**src/rtl/cmp_pkg.sv**
```systemverilog
// ----------------------------------------------------------------------------
// cmp_pkg
// Shared definitions for the sliced magnitude comparator.
//   state_t       : FSM encoding (IDLE / CMP / DONE)
//   CMP_GT/EQ/LT  : one-hot result codes laid out as {gt, eq, lt}
//   encode_result : maps a slice gt/lt pair to the result code
// ----------------------------------------------------------------------------
package cmp_pkg;

  typedef enum logic [1:0] {
    IDLE = 2'd0,
    CMP  = 2'd1,
    DONE = 2'd2
  } state_t;

  localparam logic [2:0] CMP_GT = 3'b100;
  localparam logic [2:0] CMP_EQ = 3'b010;
  localparam logic [2:0] CMP_LT = 3'b001;

  // gt and lt are never both high for a single slice, so gt wins by default
  function automatic logic [2:0] encode_result(input logic gt, input logic lt);
    if (gt)
      return CMP_GT;
    else if (lt)
      return CMP_LT;
    else
      return CMP_EQ;
  endfunction

endpackage

```
**src/rtl/slice_cmp.sv**
```systemverilog
// ----------------------------------------------------------------------------
// slice_cmp
// Purely combinational SLICE-bit magnitude comparator.
//   x, y       : slice operands
//   signed_top : treat this slice as the sign-carrying top slice of a
//                two's-complement operand
//   gt, lt     : x > y, x < y (both low when equal)
// ----------------------------------------------------------------------------
module slice_cmp #(
  parameter int SLICE = 8
) (
  input  logic [SLICE-1:0] x,
  input  logic [SLICE-1:0] y,
  input  logic             signed_top,
  output logic             gt,
  output logic             lt
);

  logic [SLICE-1:0] xs;
  logic [SLICE-1:0] ys;

  // Flipping the sign bit maps two's-complement ordering onto unsigned
  // ordering, so a single unsigned comparator serves both modes.
  always_comb begin
    xs = x;
    ys = y;
    if (signed_top) begin
      xs[SLICE-1] = ~x[SLICE-1];
      ys[SLICE-1] = ~y[SLICE-1];
    end
  end

  // Plain unsigned compare of the (possibly sign-adjusted) slices
  always_comb begin
    gt = (xs > ys);
    lt = (xs < ys);
  end

endmodule

```
**src/rtl/seq_comparator.sv**
```systemverilog
// ----------------------------------------------------------------------------
// seq_comparator
// Multi-cycle magnitude comparator: compares WIDTH-bit operands SLICE bits
// per cycle, MSB slice first, stopping at the first differing slice.
//   clk, rst     : clock, asynchronous active-high reset
//   in_valid     : a, b, signed_mode valid       in_ready : idle, accepting
//   a, b         : operands                      signed_mode : 1 = signed
//   out_valid    : result valid                  out_ready   : result taken
//   out          : {gt, eq, lt} one-hot result
//   cycles       : number of slices examined for this result
// ----------------------------------------------------------------------------
module seq_comparator
  import cmp_pkg::*;
#(
  parameter int WIDTH = 32,
  parameter int SLICE = 8
) (
  input  logic                              clk,
  input  logic                              rst,
  input  logic                              in_valid,
  output logic                              in_ready,
  input  logic [WIDTH-1:0]                  a,
  input  logic [WIDTH-1:0]                  b,
  input  logic                              signed_mode,
  output logic                              out_valid,
  input  logic                              out_ready,
  output logic [2:0]                        out,
  output logic [$clog2(WIDTH/SLICE+1)-1:0]  cycles
);

  localparam int NSLICE = WIDTH / SLICE;
  localparam int CW     = $clog2(NSLICE + 1);
  localparam int IW     = (NSLICE > 1) ? $clog2(NSLICE) : 1;
  localparam int NPAD   = 2 ** IW;

  // Operands must split into whole slices
  generate
    if ((WIDTH % SLICE) != 0) begin : g_bad_slice
      $error("seq_comparator: WIDTH must be a multiple of SLICE");
    end
  endgenerate

  state_t           state;
  state_t           state_next;
  logic [WIDTH-1:0] a_q;
  logic [WIDTH-1:0] b_q;
  logic             signed_q;
  logic [IW-1:0]    idx;
  logic [SLICE-1:0] a_sl [NPAD];
  logic [SLICE-1:0] b_sl [NPAD];
  logic             sl_gt;
  logic             sl_lt;
  logic             sl_signed;
  logic             last_slice;

  // Split the registered operands into an idx-addressable slice table.
  // The table is padded to a power of two so every idx value is in range.
  generate
    for (genvar i = 0; i < NPAD; i++) begin : g_slices
      if (i < NSLICE) begin : g_real
        assign a_sl[i] = a_q[i*SLICE +: SLICE];
        assign b_sl[i] = b_q[i*SLICE +: SLICE];
      end else begin : g_pad
        assign a_sl[i] = '0;
        assign b_sl[i] = '0;
      end
    end
  endgenerate

  assign last_slice = (idx == '0);
  assign sl_signed  = signed_q && (idx == IW'(NSLICE - 1));

  slice_cmp #(.SLICE(SLICE)) u_slice_cmp (
    .x          (a_sl[idx]),
    .y          (b_sl[idx]),
    .signed_top (sl_signed),
    .gt         (sl_gt),
    .lt         (sl_lt)
  );

  // State register; reset aborts any operation in flight
  always_ff @(posedge clk or posedge rst) begin
    if (rst)
      state <= IDLE;
    else
      state <= state_next;
  end

  // Next state: accept in IDLE, scan slices in CMP until a difference or
  // slice 0, then hold the result in DONE until the consumer takes it
  always_comb begin
    state_next = state;
    case (state)
      IDLE: if (in_valid) state_next = CMP;
      CMP:  if (sl_gt || sl_lt || last_slice) state_next = DONE;
      DONE: if (out_ready) state_next = IDLE;
      default: state_next = IDLE;
    endcase
  end

  // Handshake outputs follow the state directly
  always_comb begin
    in_ready  = (state == IDLE);
    out_valid = (state == DONE);
  end

  // Datapath: operand capture at accept, slice walk and result latch.
  // out and cycles are only written in CMP, so they stay put through DONE
  // and afterwards, apart from cycles being cleared at the next accept.
  always_ff @(posedge clk or posedge rst) begin
    if (rst) begin
      a_q      <= '0;
      b_q      <= '0;
      signed_q <= 1'b0;
      idx      <= IW'(NSLICE - 1);
      cycles   <= '0;
      out      <= 3'b000;
    end else begin
      case (state)
        IDLE: begin
          if (in_valid) begin
            a_q      <= a;
            b_q      <= b;
            signed_q <= signed_mode;
            idx      <= IW'(NSLICE - 1);
            cycles   <= '0;
          end
        end
        CMP: begin
          cycles <= cycles + CW'(1);
          if (sl_gt || sl_lt || last_slice)
            out <= encode_result(sl_gt, sl_lt);
          else
            idx <= idx - IW'(1);
        end
        default: ;
      endcase
    end
  end

endmodule

```
**config.mk**
```make
export PLATFORM = sky130hd
export DESIGN_NAME = seq_comparator
export DESIGN_NICKNAME = d
export VERILOG_FILES = /design/src/rtl/cmp_pkg.sv /design/src/rtl/slice_cmp.sv /design/src/rtl/seq_comparator.sv
export SDC_FILE = /design/constraint.sdc
export NUM_CORES = 1
export LEC_CHECK = 0
export CORE_ASPECT_RATIO = 0.75
export CORE_MARGIN = 3
export CORE_UTILIZATION = 50
export CTS_CLUSTER_DIAMETER = 60
export DETAILED_ROUTE_END_ITERATION = 12
export PLACE_DENSITY = 0.88
export SLEW_MARGIN = 30
export SYNTH_ARGS = -nofsm -noshare
export SYNTH_HDL_FRONTEND = slang
export SYNTH_HIERARCHICAL = 1
export SYNTH_SLANG_ARGS = --single-unit
```
**constraint.sdc**
```tcl
create_clock -name clk -period 4 [get_ports clk]
set_input_delay 0.8 -clock clk [delete_from_list [all_inputs] [get_ports clk]]
set_output_delay 0.8 -clock clk [all_outputs]
set_load 0.02 [all_outputs]
```
-- Word level (Yosys, flattened, before mapping)
Index checks and enable logic that the tools add are counted.
- flip-flop bits (word level): 75
- input port bits: 69
- output and inout port bits: 8
- logic and storage cells: 52
- $add $sub $neg: 2
- magnitude comparators: 3
- eq/ne operators: 7
- multiplexer cells: 19
- bitwise gates (word level): 3
- reduce and logical (&&, ||, !) cells: 11
- operators with widths (kind ; count):
    $bmux W8 S2 ; 2
    $mux W8 ; 4
    $mux W2 ; 6
    $gt A8 B8 Y1 ; 1
    $lt A8 B8 Y1 ; 1
    $mux W3 ; 2
    $ne A2 B2 Y1 const B ; 3
    $pmux W2 S3 ; 1
    $pmux W3 S2 ; 1
    $reduce_and A2 Y1 ; 3
    $reduce_and A3 Y1 ; 2
    $eq A2 B2 Y1 const B ; 2
    $logic_not A2 Y1 ; 2
    $pmux W2 S2 ; 1
    $add A3 B1 Y3 const B ; 1
    $ge A3 B3 Y1 const B ; 1
    $not A2 Y3 ; 1
    $eq A2 B1 Y1 const B ; 1
    $logic_or A1 B1 Y1 ; 2
    $mux W1 ; 2
    $ne A2 B1 Y1 const B ; 1
    $not A1 Y1 ; 2
    $reduce_bool A2 Y1 ; 1
    $sub A2 B1 Y2 const B ; 1
    $logic_and A1 B1 Y1 ; 1

-- Depth between registers and ports, before layout
- depth in word-level cells: 11
- depth in mapped cells: 12
- gate-level depth less buffers: 10

-- Hierarchy
The synthesis kept the hierarchy.
- by module, submodules not included (module ; times used ; cells each ; area each (sq um) ; sequential area each (sq um)):
    seq_comparator ; 1 ; 205 ; 3309.4 ; 1879.3
    slice_cmp ; 1 ; 33 ; 232.7 ; 0.0

-- Least setup slack after synthesis
Ideal clock, no wire load.
- path type: reg-to-reg
- from: reg idx[0]
- to: reg idx[0]
- setup time: 0.075 ns
- arrival time: 2.885 ns
- required time: 3.925 ns
- slack: 1.040 ns
- cell stages (with the launch flop): 12
- path buffers: 2
- clock period less this slack: 2.960 ns
- path through: dfstp_2 -> buf_4 -> buf_4 -> mux4_2 -> ha_1 -> nor2b_1 -> o211ai_2 -> a21oi_1 -> o31a_1 -> nor3_1 -> nand2_1 -> mux2i_1
- word-level cells in the longest chain between the ends: 11
- elaborated cells between the ends (all ways): 23
- classes of those cells: 1 x add/sub; 2 x order compare; 2 x eq/ne; 10 x mux; 3 x bitwise; 5 x reduce/logical
- RTL lines (element ; RTL line ; source):
    from (decl) ; seq_comparator.sv:48 ; logic [IW-1:0] idx;
    from (signal assigned) ; seq_comparator.sv:115 ; idx <= IW'(NSLICE - 1);
    from (signal assigned) ; seq_comparator.sv:125 ; idx <= IW'(NSLICE - 1);
    from (signal assigned) ; seq_comparator.sv:134 ; idx <= idx - IW'(1);
    $not A2 Y3 (not written as such) ; seq_comparator.sv:74, seq_comparator.sv:75 ;
    $bmux W8 S2, on equally long branches ; seq_comparator.sv:74, seq_comparator.sv:75 ;
    $mux W8, on equally long branches (2 in series) ; seq_comparator.sv:74, seq_comparator.sv:75 ;
    $not A1 Y1, on equally long branches ; slice_cmp.sv:28, slice_cmp.sv:29 ;
    $mux W1 ; slice_cmp.sv:27 ; if (signed_top) begin
    $gt A8 B8 Y1 * ; slice_cmp.sv:35 ; gt = (xs > ys);
    via sl_gt ; seq_comparator.sv:51 ; logic sl_gt;
    $logic_or A1 B1 Y1 * (2 in series) ; seq_comparator.sv:131 ; if (sl_gt || sl_lt || last_slice)
    $ne A2 B2 Y1 (no line) * ; n/a ;
    $reduce_and A3 Y1 (no line) * ; n/a ;
Mark *: on every way through the listed nets, which the timed path passes. The rest lies on a longest branch. The select of a mux whose other input is x is not followed.
A chain may end at the register's enable or synchronous reset.

-- Worst setup path in the final report
Ends and elaborated chain as after synthesis.

==> results.md <==
* Worst EP required at 4280 ps
* Yosys top cell by area: dfrtp_1
* Core Region at 6569 µm²
* Final Skew at between 7 and 8 ps
* Filler cells at 469
* DRC viols at 0
* Crit start category: flop
* Fmax at about 310 MHz
* Fin crit share at between 80% and 90%
* First-pass detailed-route iteration total at 4
* Starting DRC count in detailed routing at about 120
* Top post-synthesis cells by area: dfrtp_1 52%, mux2_2 16%, mux4_2 10%
* Max FO, Critical Path at 15
* Layout net count at 396
* Post-Synthesis Cells at 238
* Register area share after synthesis at 53.06%
* Number of distinct library cells after synthesis at 31
* Wire per inst at 17.72 µm
* Pleak at 0.001943 µW
* Critical path arrival at approximately 3500 ps
* Max-Cap Viols at 0
* Synth Cell Area at 3542 µm²
* Vias in the first global route at 2450
* Die footprint at 8141 µm²
* Slew Viols, Final at 0
* Initial antenna violation count at 0
* GR Overflow Total at 0
* Final HPWL DP at 5.177 mm
* Mapped Avg Cell Area at 14.88 µm²
* Final setup vio count at 0
* Clock Path Buffers at 2
* Post-CTS setup buffers at 0
* Hold buffer count at cts at 0
* Post-CTS Resized at 0
* Root Driver: clkbuf_8
* Kind of cell adding the most delay to the critical path: flip-flops
* Worst relative slew slack at 43.67%
* Max H-tree Level at 3
* FF+latch count, synth at 75
* Max VDD drop at 309.8 µV
* Kind of critical path: reg -> reg
* CTS tree: built
* WHS at 486.8 ps
* Worst-path clk slew at 80 ps
* Worst Max-Slew Pin Slew at 845.0 ps
* CP Cell Sequence: mux4_2 -> inv_1 -> ha_1 -> nor2b_1 -> o211ai_2 -> a21oi_1 -> o31a_1 -> nor3_1 -> nand2_1 -> mux2i_1
* Largest net degree at the start of global routing at 76
* Cell row count at 25
* RSZ-0062 raised after global routing: no
* Die width at 103.2 µm
* CP endpoint kind: flop
* Number of buffers added on ports at 76
* Via count at 2185
* Gr usage total at 19.77%
* CP max stage delay at 820 ps
* Clock buffer count from CTS at 9
* I/O Pins at 77
* Final Wtd Congestion at 0.8251
* Post-DRT Antenna Nets at 0
* Worst skew pair latency at roughly 350 ps
* Final WL at ~7 mm
* Routed vias/inst at 5.435
* Die Y at 78.89 µm
* Final-report hold violation count at 0
* Worst Path Buf+Inv at 1
* Mapped Nets at 317
* Clk sinks at 75
* P per Cell Area at between 700 and 800 nW/µm²
* Status: completed
* Tmin final at 3263 ps
* Setup Total Neg Slack at 0 ps
* Worst path slowest cell: dfstp_2
* Hold Crit Class: reg -> reg
* Synth top area share at 51.57%
* Fraction of layout cells with a size suffix above 1 at about 27%
* First-pass GRT wire length at 11.94 mm
* Synth warn at 6
* Layout area overhead at 28.61%
* Starting density of the core at a little over half
* ANT cells at 0
[Yosys cell counts]
library cell / instances
nor3_1: 2
o211ai_1: 1
o2bb2ai_1: 1
a21oi_1: 4
o211ai_2: 1
mux2i_1: 2
mux2_2: 49
nor2b_1: 4
a211o_1: 1
buf_6: 3
inv_1: 13
mux4_2: 16
mux2_1: 17
ha_1: 10
nor2_1: 9
and2_1: 1
o21ai_0: 4
nand2b_1: 3
xnor2_1: 1
o21bai_1: 1
or2_1: 1
nor3b_4: 1
nand2_1: 4
a32o_1: 1
o31a_1: 1
nand4_1: 2
dfrtp_1: 73
buf_2: 2
dfstp_2: 2
a22o_1: 2
buf_4: 6
[cell usage in the layout (no fill, tap or decap), drive strengths merged, types with 2 or more instances in the layout]
| master | instances |
|---|---|
| nor2 | 9 |
| mux2 | 66 |
| nand2b | 3 |
| mux2i | 2 |
| clkinv | 2 |
| buf | 3 |
| nor2b | 4 |
| nor3 | 2 |
| mux4 | 16 |
| ha | 10 |
| nand2 | 4 |
| a21oi | 4 |
| inv | 14 |
| bufinv | 2 |
| dfstp | 2 |
| o211ai | 2 |
| clkdlybuf4s50 | 76 |
| clkbuf | 9 |
| o21ai | 4 |
| a22o | 2 |
| nand4 | 2 |
| dfrtp | 73 |
[worst register-to-register path, stage by stage, from the launching register on]
cell      delay (ps)
dfstp_2          820
mux4_2           570
inv_1             80
ha_1             230
nor2b_1          150
o211ai_2         210
a21oi_1          150
o31a_1           360
nor3_1           250
nand2_1          170
mux2i_1          190
[area by class of cell]
cell class | count | area [µm²] | area share [%]
clock buffer | 9 | 123.9 | 2.719
inverter | 13 | 48.80 | 1.071
multi-input combinational | 139 | 1525 | 33.48
timing repair buffer | 79 | 787.0 | 17.28
sequential | 75 | 1879 | 41.25
tap | 81 | 101.3 | 2.225
clock inverter | 6 | 90.09 | 1.977
[registers in the layout, summed over array words and instances, names as in the netlist]
name      cells
a_q          32
b_q          32
cycles        3
out           3
idx           2
state         2
signed_q      1
[power breakdown]
group	internal [µW]	total, µW	switching (µW)
registers	1140	1390	248
logic	851	1490	637
clock network	350	632	282
[per-layer routing]
layer | vias up | share of wire (%) | track usage, %
met4 | 0 | 1.5 | 6.856
met3 | 10 | 5.4 | 5.970
met2 | 66 | 51 | 32.39
li1 | 1019 | - | -
met5 | - | 0 | 0
met1 | 1090 | 42 | 24.99
[final timing paths]
kind                            startpoint  endpoint  slack [ps]  cells past startpoint
worst max-delay path                idx[0]    idx[0]         740                     10
worst min-delay path                b_q[2]    b_q[2]         490                      1
worst max register to register      idx[0]    idx[0]         740                     10
worst min register to register      b_q[2]    b_q[2]         490                      1
max in group asynchronous              rst   a_q[20]        2630                      3
min in group asynchronous              rst   b_q[18]         910                      3
[per-stage QoR]
step / instance area (µm²) / utilization (%) / setup WS (ps) / std cells / power [µW]
after floorplan: 3542 / - / 1040 / 238 / 2484
after global placement: 4338 / 66.04 / 924.3 / 387 / 2789
after detailed placement: 4338 / 66.04 / 808.6 / 387 / 2879
after CTS: 4552 / 69.30 / 724.8 / 402 / 3532
after global routing: 4556 / 69.35 / 517.0 / 402 / 3773
final: 4556 / 69.35 / 736.6 / 402 / 3506
[cell families (layout without fill, tap and decap cells)]
group           Yosys count  count (layout)  synth area share [%]
compound gates           17              17                 3.427
xor+xnor                  1               1                0.2473
fa+ha+maj                10              10                 3.532
buf+inv                  24             107                 3.885
flops                    75              75                 53.06
mux                      84              84                 31.72
simple gates             27              27                 4.133
Power figures use the tool's default switching activity.
